[src/rtl/mem_arbiter.sv]
// mem_arbiter
// -----------
// Round-robin arbiter sharing one 128x8 memory port among four requesters
// (fetch, load/store, DMA, debug). One transaction at a time is placed on the
// memory's en/read/write/address/input_data/ready interface. A watchdog ends
// transactions whose mem_ready never arrives and flags them with err.
//
// Handshakes:
//   Requester side: a requester raises req[i] (level) together with wr[i],
//   its address and write data, and holds req until it sees done[i]. gnt[i]
//   is high from the grant cycle through the done cycle. Request fields are
//   latched at grant; later changes are ignored. done[i] is a one-cycle pulse.
//   rdata is valid in the done cycle of a read. err accompanies done when the
//   transaction timed out. The requester drops req in its done cycle. A req
//   still high at the next idle evaluation counts as a new request.
//   Memory side: mem_en with mem_read or mem_write stays constant for the
//   whole access; the access completes on the first posedge that samples
//   mem_ready high. mem_ready outside an access is ignored.
//
// Ports:
//   clk, reset         clock, synchronous active-high reset
//   req, wr            per-requester request level and direction (1=write)
//   addr, wdata        packed per-requester address / write data
//   gnt, done, err     grant (one-hot), completion pulse, timeout flag
//   rdata              read data, valid with done on a read
//   mem_*              memory port (en/read/write/address/input/output/ready)
//   state_dbg          current FSM state, for checkers
module mem_arbiter #(
  parameter int N_REQ   = 4,
  parameter int TIMEOUT = 16,
  parameter int ADDR_W  = 7,
  parameter int DATA_W  = 8
) (
  input  logic                      clk,
  input  logic                      reset,
  input  logic [N_REQ-1:0]          req,
  input  logic [N_REQ-1:0]          wr,
  input  logic [N_REQ*ADDR_W-1:0]   addr,
  input  logic [N_REQ*DATA_W-1:0]   wdata,
  output logic [N_REQ-1:0]          gnt,
  output logic [N_REQ-1:0]          done,
  output logic                      err,
  output logic [DATA_W-1:0]         rdata,
  output logic                      mem_en,
  output logic                      mem_read,
  output logic                      mem_write,
  output logic [ADDR_W-1:0]         mem_address,
  output logic [DATA_W-1:0]         mem_input_data,
  input  logic [DATA_W-1:0]         mem_output_data,
  input  logic                      mem_ready,
  output logic [1:0]                state_dbg
);

  localparam logic [1:0] IDLE   = 2'd0;
  localparam logic [1:0] ACCESS = 2'd1;
  localparam logic [1:0] DONE   = 2'd2;

  // Counter only needs to reach TIMEOUT-1.
  localparam int CNT_W = (TIMEOUT > 1) ? $clog2(TIMEOUT) : 1;

  logic [1:0]        state;
  logic [1:0]        ptr;
  logic [1:0]        idx_l;
  logic              wr_l;
  logic [CNT_W-1:0]  cnt;

  logic              pick_valid;
  logic [1:0]        pick_idx;
  logic [1:0]        cand;
  logic              sel_wr;
  logic [ADDR_W-1:0] sel_addr;
  logic [DATA_W-1:0] sel_wdata;
  logic              timeout_hit;

  function automatic logic [N_REQ-1:0] onehot(input logic [1:0] i);
    onehot    = '0;
    onehot[i] = 1'b1;
  endfunction

  // Scan ptr, ptr+1, ... from the far end so the closest asserted index
  // (lowest offset from ptr) is the last one written and therefore wins.
  always_comb begin
    pick_valid = 1'b0;
    pick_idx   = '0;
    cand       = '0;
    for (int k = N_REQ - 1; k >= 0; k--) begin
      cand = ptr + 2'(k);
      if (req[cand]) begin
        pick_valid = 1'b1;
        pick_idx   = cand;
      end
    end
  end

  // Field mux for the selected requester.
  always_comb begin
    sel_wr    = 1'b0;
    sel_addr  = '0;
    sel_wdata = '0;
    for (int k = 0; k < N_REQ; k++) begin
      if (pick_idx == 2'(k)) begin
        sel_wr    = wr[k];
        sel_addr  = addr[k*ADDR_W +: ADDR_W];
        sel_wdata = wdata[k*DATA_W +: DATA_W];
      end
    end
  end

  // TIMEOUT == 0 disables the watchdog entirely.
  assign timeout_hit = (TIMEOUT != 0) && (cnt == CNT_W'(TIMEOUT - 1));

  assign state_dbg = state;

  // mem_address and mem_input_data double as the latched request fields,
  // so they stay stable for the whole access.
  always_ff @(posedge clk) begin
    if (reset) begin
      state          <= IDLE;
      ptr            <= '0;
      idx_l          <= '0;
      wr_l           <= 1'b0;
      cnt            <= '0;
      gnt            <= '0;
      done           <= '0;
      err            <= 1'b0;
      rdata          <= '0;
      mem_en         <= 1'b0;
      mem_read       <= 1'b0;
      mem_write      <= 1'b0;
      mem_address    <= '0;
      mem_input_data <= '0;
    end else begin
      case (state)
        IDLE: begin
          if (pick_valid) begin
            idx_l          <= pick_idx;
            wr_l           <= sel_wr;
            mem_address    <= sel_addr;
            mem_input_data <= sel_wr ? sel_wdata : '0;
            gnt            <= onehot(pick_idx);
            cnt            <= '0;
            mem_en         <= 1'b1;
            mem_read       <= ~sel_wr;
            mem_write      <= sel_wr;
            state          <= ACCESS;
          end
        end

        ACCESS: begin
          cnt <= cnt + 1'b1;
          // Ready takes precedence over a coincident timeout.
          if (mem_ready) begin
            if (!wr_l) begin
              rdata <= mem_output_data;
            end
            err       <= 1'b0;
            done      <= onehot(idx_l);
            mem_en    <= 1'b0;
            mem_read  <= 1'b0;
            mem_write <= 1'b0;
            state     <= DONE;
          end else if (timeout_hit) begin
            err       <= 1'b1;
            rdata     <= '0;
            done      <= onehot(idx_l);
            mem_en    <= 1'b0;
            mem_read  <= 1'b0;
            mem_write <= 1'b0;
            state     <= DONE;
          end
        end

        DONE: begin
          done  <= '0;
          err   <= 1'b0;
          gnt   <= '0;
          ptr   <= idx_l + 2'd1;
          state <= IDLE;
        end

        default: begin
          state <= IDLE;
        end
      endcase
    end
  end

endmodule

[config.mk]
export PLATFORM = sky130hd
export DESIGN_NAME = mem_arbiter
export DESIGN_NICKNAME = d
export VERILOG_FILES = /design/src/rtl/mem_arbiter.sv
export SDC_FILE = /design/constraint.sdc
export NUM_CORES = 1
export LEC_CHECK = 0
export CELL_PAD_IN_SITES_DETAIL_PLACEMENT = 1
export CELL_PAD_IN_SITES_GLOBAL_PLACEMENT = 1
export CORE_MARGIN = 2
export CORE_UTILIZATION = 29
export CTS_CLUSTER_DIAMETER = 80
export DETAILED_ROUTE_END_ITERATION = 12
export HOLD_SLACK_MARGIN = 0.06
export PLACE_DENSITY_LB_ADDON = 0.1
export SLEW_MARGIN = 10
export SYNTH_ARGS = -nofsm -noshare
export SYNTH_HDL_FRONTEND = slang
export SYNTH_SLANG_ARGS = --single-unit
[constraint.sdc]
create_clock -name clk -period 2.48 [get_ports clk]
set_input_delay 0.372 -clock clk [delete_from_list [all_inputs] [get_ports clk]]
set_output_delay 0.372 -clock clk [all_outputs]
set_load 0.01 [all_outputs]
* Word level (Yosys, flattened, before mapping)
Index checks and enable logic that the tools add are counted.
** Word-level totals
- Word-level logic and storage cells :: 110
- Output and inout bits :: 37
- Flip-flop bits (word level) :: 46
- Input port bits :: 79
** Cells by class
- Eq/ne operators :: 9
- Add/subtract/negate cells :: 5
- Reductions and logical operators :: 15
- Bitwise operators :: 1
- Mux-type cells :: 58
- Magnitude comparators :: 8
** Operators with widths (number)
- 8-bit 2-to-1 mux :: 8
- 7-bit 2-to-1 mux :: 4
- 4-bit one-hot mux with 2 select lines :: 3
- 1-bit 2-to-1 mux :: 21
- 2-bit by 3-bit less-than comparator with 1-bit output (second input constant) :: 6
- 4-bit 2-to-1 mux :: 4
- 2-bit 2-to-1 mux :: 7
- 2-bit AND reduction :: 5
- 1-bit binary-select mux with 2-bit select :: 4
- 1-bit one-hot mux with 2 select lines :: 4
- 2-bit nonzero test :: 4
- 2-bit == test (second input constant) :: 3
- 3-bit AND reduction :: 2
- 2-bit by 1-bit adder with 2-bit output (second input constant) :: 2
- 2-bit adder (second input constant) :: 2
- 4-bit by 1-bit adder with 4-bit output (second input constant) :: 1
- 1-bit demux with 2-bit select :: 2
- 2-bit by 1-bit == test with 1-bit output (second input constant) :: 2
- 4-bit == test (second input constant) :: 1
- 2-bit by 1-bit greater-or-equal comparator with 1-bit output (second input constant) :: 2
- 2-bit zero test :: 2
- 2-bit != test (second input constant) :: 2
- 2-bit one-hot mux with 2 select lines :: 1
- 3-bit != test (second input constant) :: 1
- other kinds (2) :: 3

* Longest topological paths before layout
- Word-level depth :: 15
- Mapped depth :: 9
- Mapped depth without buffers :: 6

* Least setup slack after synthesis
OpenSTA, ideal clock, no wires.
- Kind :: input -> register
- Start point :: in req[2]
- End point :: reg mem_input_data[6]
- Cell stages on the path :: 9
- Path buffers :: 3
- Data required time :: 2.348 ns
- Path slack :: 0.592 ns
- Setup time :: 0.132 ns
- Arrival time :: 1.755 ns
- Cells stage by stage :: nor2b_4 > o21a_1 > buf_6 > nor3_2 > buf_6 > buf_2 > mux4_2 > o21ai_1 > a21oi_1
** On the way
- Longest elaborated chain between the ends :: 12
- Elaborated cells on any way between the ends :: 30
- Classes of those cells :: 3 x eq/ne; 25 x mux; 2 x reduce/logical
** Ends and longest elaborated chain
- start, declared :: line 36 : input logic [N_REQ-1:0] req,
- 1-bit binary-select mux with 2-bit select :: line 88 : if (req[cand]) begin
- 1-bit 2-to-1 mux (not written as such) :: line 88
- 2-bit 2-to-1 mux (4 in a row) :: line 88
- 2-bit zero test :: line 101 : if (pick_idx == 2'(k)) begin
- 8-bit 2-to-1 mux / 1-bit 2-to-1 mux (equally long branches) (4 in a row) :: line 101
- 8-bit 2-to-1 mux :: line 139 : mem_input_data <= sel_wr ? sel_wdata : '0;
- end signal, assigned :: line 139
- end, declared :: line 48 : output logic [DATA_W-1:0] mem_input_data,
Several ways; a longest one is shown, not always the timed one. The select of a mux whose other input is x is not followed.
A chain may end at the register's enable or synchronous reset.

* Worst setup path after layout
- Start point :: in req[0]
- End point :: reg mem_input_data[6]
The elaborated chain is that of the path after synthesis.

==> key figures <==
STA
  • Endpoints failing setup: 0
  • Fin. Hold Viols: 0
  • RSZ-0062 raised after global routing: no
  • Final slew viol count: 0
  • Period utilization: 85.0%
  • Slew @ Worst Pin: 723 ps
  • TNS Setup: 0 ps
  • Final Critical Period: 2110 ps
  • Worst clock skew: 10.6 ps
  • Top achievable clock speed: ~470 MHz
  • Worst slew margin: 51.6%

Clock network
  • Reg clk slew, reported paths: ~90 ps
  • Post-CTS Setup Bufs: 0
  • Root Buffer: clkbuf_8
  • CTS tree: done
  • Max Buffers Root-to-Sink: 2
  • H-tree Lvls: 2
  • CTS resizes: 0
  • Clk_lat worst skew: 300 ps
  • Clk sinks: between 40 and 50
  • Num CTS Buffers: 5
  • CTS Hold Bufs: 0

Detailed routing
  • Drt total wl: 7.58 mm
  • Vias: 2399
  • DR pass1 iterations: 4
  • # DRC: 0
  • DRT antenna net count: 0
  • DR iter-0 viols: 67
  • Via density: 4.99
  • Drt wl/cell: 15.8 um

Job
  • Max-Cap Viols: 0

Power
  • Max rail drop VDD: approximately 230 uV
  • Clk pwr share: 25.0%
  • Leakage dissipation: 1.36 nW
  • Gate power share: 30.8%
  • Sw Share: 29.5%
  • Internal Power: 1.32 mW
  • Net Sw Power: 0.551 mW
  • Flop pwr share: 44.2%
  • Pwr per Cell Area: 499 nW/um^2

Global routing
  • Global route total overflow: 0
  • Vias in the first global route: 2473
  • GRT Resource Usage Total: 17.6%
  • First-pass GRT wire length: 12.2 mm
  • Initial antenna violation count: 0
  • Largest net degree at the start of global routing: 30

Setup path
  • Number of stages on the worst setup path: 8
  • Critical Path AT: 2280 ps
  • Crit-path slowest cell: clkdlybuf4s50_1
  • Critical path buffer and inverter count: 2
  • R2R Setup Slk: 480 ps
  • Critical Path Source: req[0]
  • CP Max Fanout: 10
  • Reg2reg start: ptr[1]
  • CP required: 2650 ps
  • Crit Path Class: in2reg
  • Worst-path cell chain: clkdlybuf4s50_1 > nand2_1 > a211o_1 > nand2_2 > buf_12 > mux4_2 > o21ai_1 > a21oi_1
  • Max stage delay on crit path: 520 ps
  • Worst R2R End: mem_input_data[6]
  • Critical Path Sink Type: flop
  • End of the critical path: mem_input_data[6]
  • Register-to-Register Path Depth: 7
  • Crit path max-delay family: buffers and inverters
  • Critical Path Source Type: primary input

Placement
  • Post-DP Area: 3660 um^2
  • Placer Congestion: 0.742
  • Detailed Place HPWL: 5.82 mm
  • IO Port Bufs: 115

Finish
  • Diode count: 0
  • Fin area: 3750 um^2
  • Syn-to-layout area delta: 61.4%
  • Fin nets: 462
  • Fraction of layout cells with a size suffix above 1: 10.6%

Synth
  • Mean Syn Cell Area: 9.07 um^2
  • Synth top area share: 39.7%
  • Seq cells post-synth: 46
  • Mapped Area: approximately 2300 um^2
  • Synth area leaders: dfxtp_1, mux4_2, a21oi_1
  • Mapped Nets: 340
  • Cell taking the most area after synthesis: dfxtp_1
  • EDFF count, synth: 0
  • Netlist cell types: 41
  • Cells after synthesis: around 260
  • Main synth FF type: dfxtp_1
  • Top-count cell post-synth: dfxtp_1
  • Sequential area share after synthesis: 39.7%
  • Most frequent cells after synthesis: dfxtp_1, a21oi_1, nand2_1, nor2_1, nand3_1
  • Async S/R FF share, synth: 0%
  • Yosys warns: 0

Run status
  • Status: complete, no violations

Floorplan
  • Initial Utilization: 30.0%
  • # IOs: 116
  • Die H: approximately 93 um
  • Die X: 93.5 um
  • Row cnt: 32
  • Placeable Area: 7730 um^2
  • Area of the die: 8730 um^2

Hold path
  • Hold Path Origin: mem_input_data[3]
  • Worst hold path type: reg2reg
sequential cells by signal, indices dropped and copies added (netlist names):
register	cells
wr_l	1
cnt	4
state_dbg	2
rdata	8
ptr	2
mem_input_data	8
idx_l	2
done	4
mem_read	1
mem_en	1
err	1
gnt	4
mem_address	7
mem_write	1
per-layer routing:
metal  share of wire, %  vias to the layer above  GRT usage [%]  wire (um)
met3                8.2                        4           5.40        620
met1                 43                     1136           21.3       3250
met2                 48                       76           30.2       3650
met5                  0                        -              0          0
li1                   -                     1183              -          -
met4               0.84                        0           4.41         64
layout make-up:
type | count | area (um^2)
inverters | 3 | 11.3
fillers | 913 | 3980
clock buffers | 5 | 68.8
repair buffers | 130 | 1270
flip-flops and latches | 46 | 921
well taps | 102 | 128
clock inverters | 3 | 21.3
multi-input cells | 192 | 1330
kinds of logic after synthesis:
group           count (synthesis)  synth area share [%]
flops                          46                  39.7
compound gates                 86                  24.7
fa+ha+maj                       5                  2.70
mux                            16                  11.2
xor+xnor                        2                 0.755
simple gates                   83                  16.8
buf+inv                        18                  4.10
stage by stage:
step | total power [mW] | std cells | hold slack (ps) | setup WS, ps | utilization [%]
final | 1.87 | 481 | 459 | 372 | 48.5
after global routing | 1.99 | 481 | 488 | 164 | 48.5
after CTS | 1.90 | 481 | 460 | 356 | 48.5
after detailed placement | 1.43 | 473 | 446 | 29.5 | 47.3
after global placement | 1.42 | 473 | 442 | 46.2 | 47.3
after floorplan | 1.11 | 256 | 450 | 592 | -
power by group through the flow:
stage	Combinational (mW)	Sequential, mW	Clock, mW
floorplan	0.251	0.859	0
global placement	0.574	0.841	0
detailed placement	0.583	0.844	0
CTS	0.585	0.827	0.492
global route	0.631	0.834	0.522
finish	0.575	0.826	0.467
worst reg2reg max path, stage by stage (launching register included):
cell and delay [ps]:
dfxtp_1 460, nand2_1 110, a211o_1 350, nand2_2 110
buf_12 150, mux4_2 510, o21ai_1 100, a21oi_1 80
layout by cell type (no fill, tap or decap), drive strengths merged, types with 5 or more instances in the layout:
| cell | synthesis | layout |
|---|---|---|
| a21oi | 32 | 32 |
| a22oi | 8 | 8 |
| o31a | 8 | 8 |
| a211o | 8 | 8 |
| ha | 5 | 5 |
| nand3 | 10 | 10 |
| clkdlybuf4s50 | 0 | 114 |
| buf | 8 | 16 |
| mux4 | 8 | 8 |
| nand2 | 27 | 27 |
| nor2 | 26 | 26 |
| dfxtp | 46 | 46 |
| mux2i | 8 | 8 |
| o21ai | 12 | 12 |
| nand2b | 5 | 5 |
| a211oi | 9 | 9 |
| clkbuf | 7 | 5 |
worst min-delay path by stage:
stage,to,slack [ps],cells after the start
floorplan,wr_l,450,2
global placement,mem_input_data[3],440,2
detailed placement,mem_input_data[3],450,2
CTS,mem_input_data[3],460,2
global route,mem_input_data[2],490,2
finish,mem_input_data[3],460,2
Power figures use the tool's default switching activity.
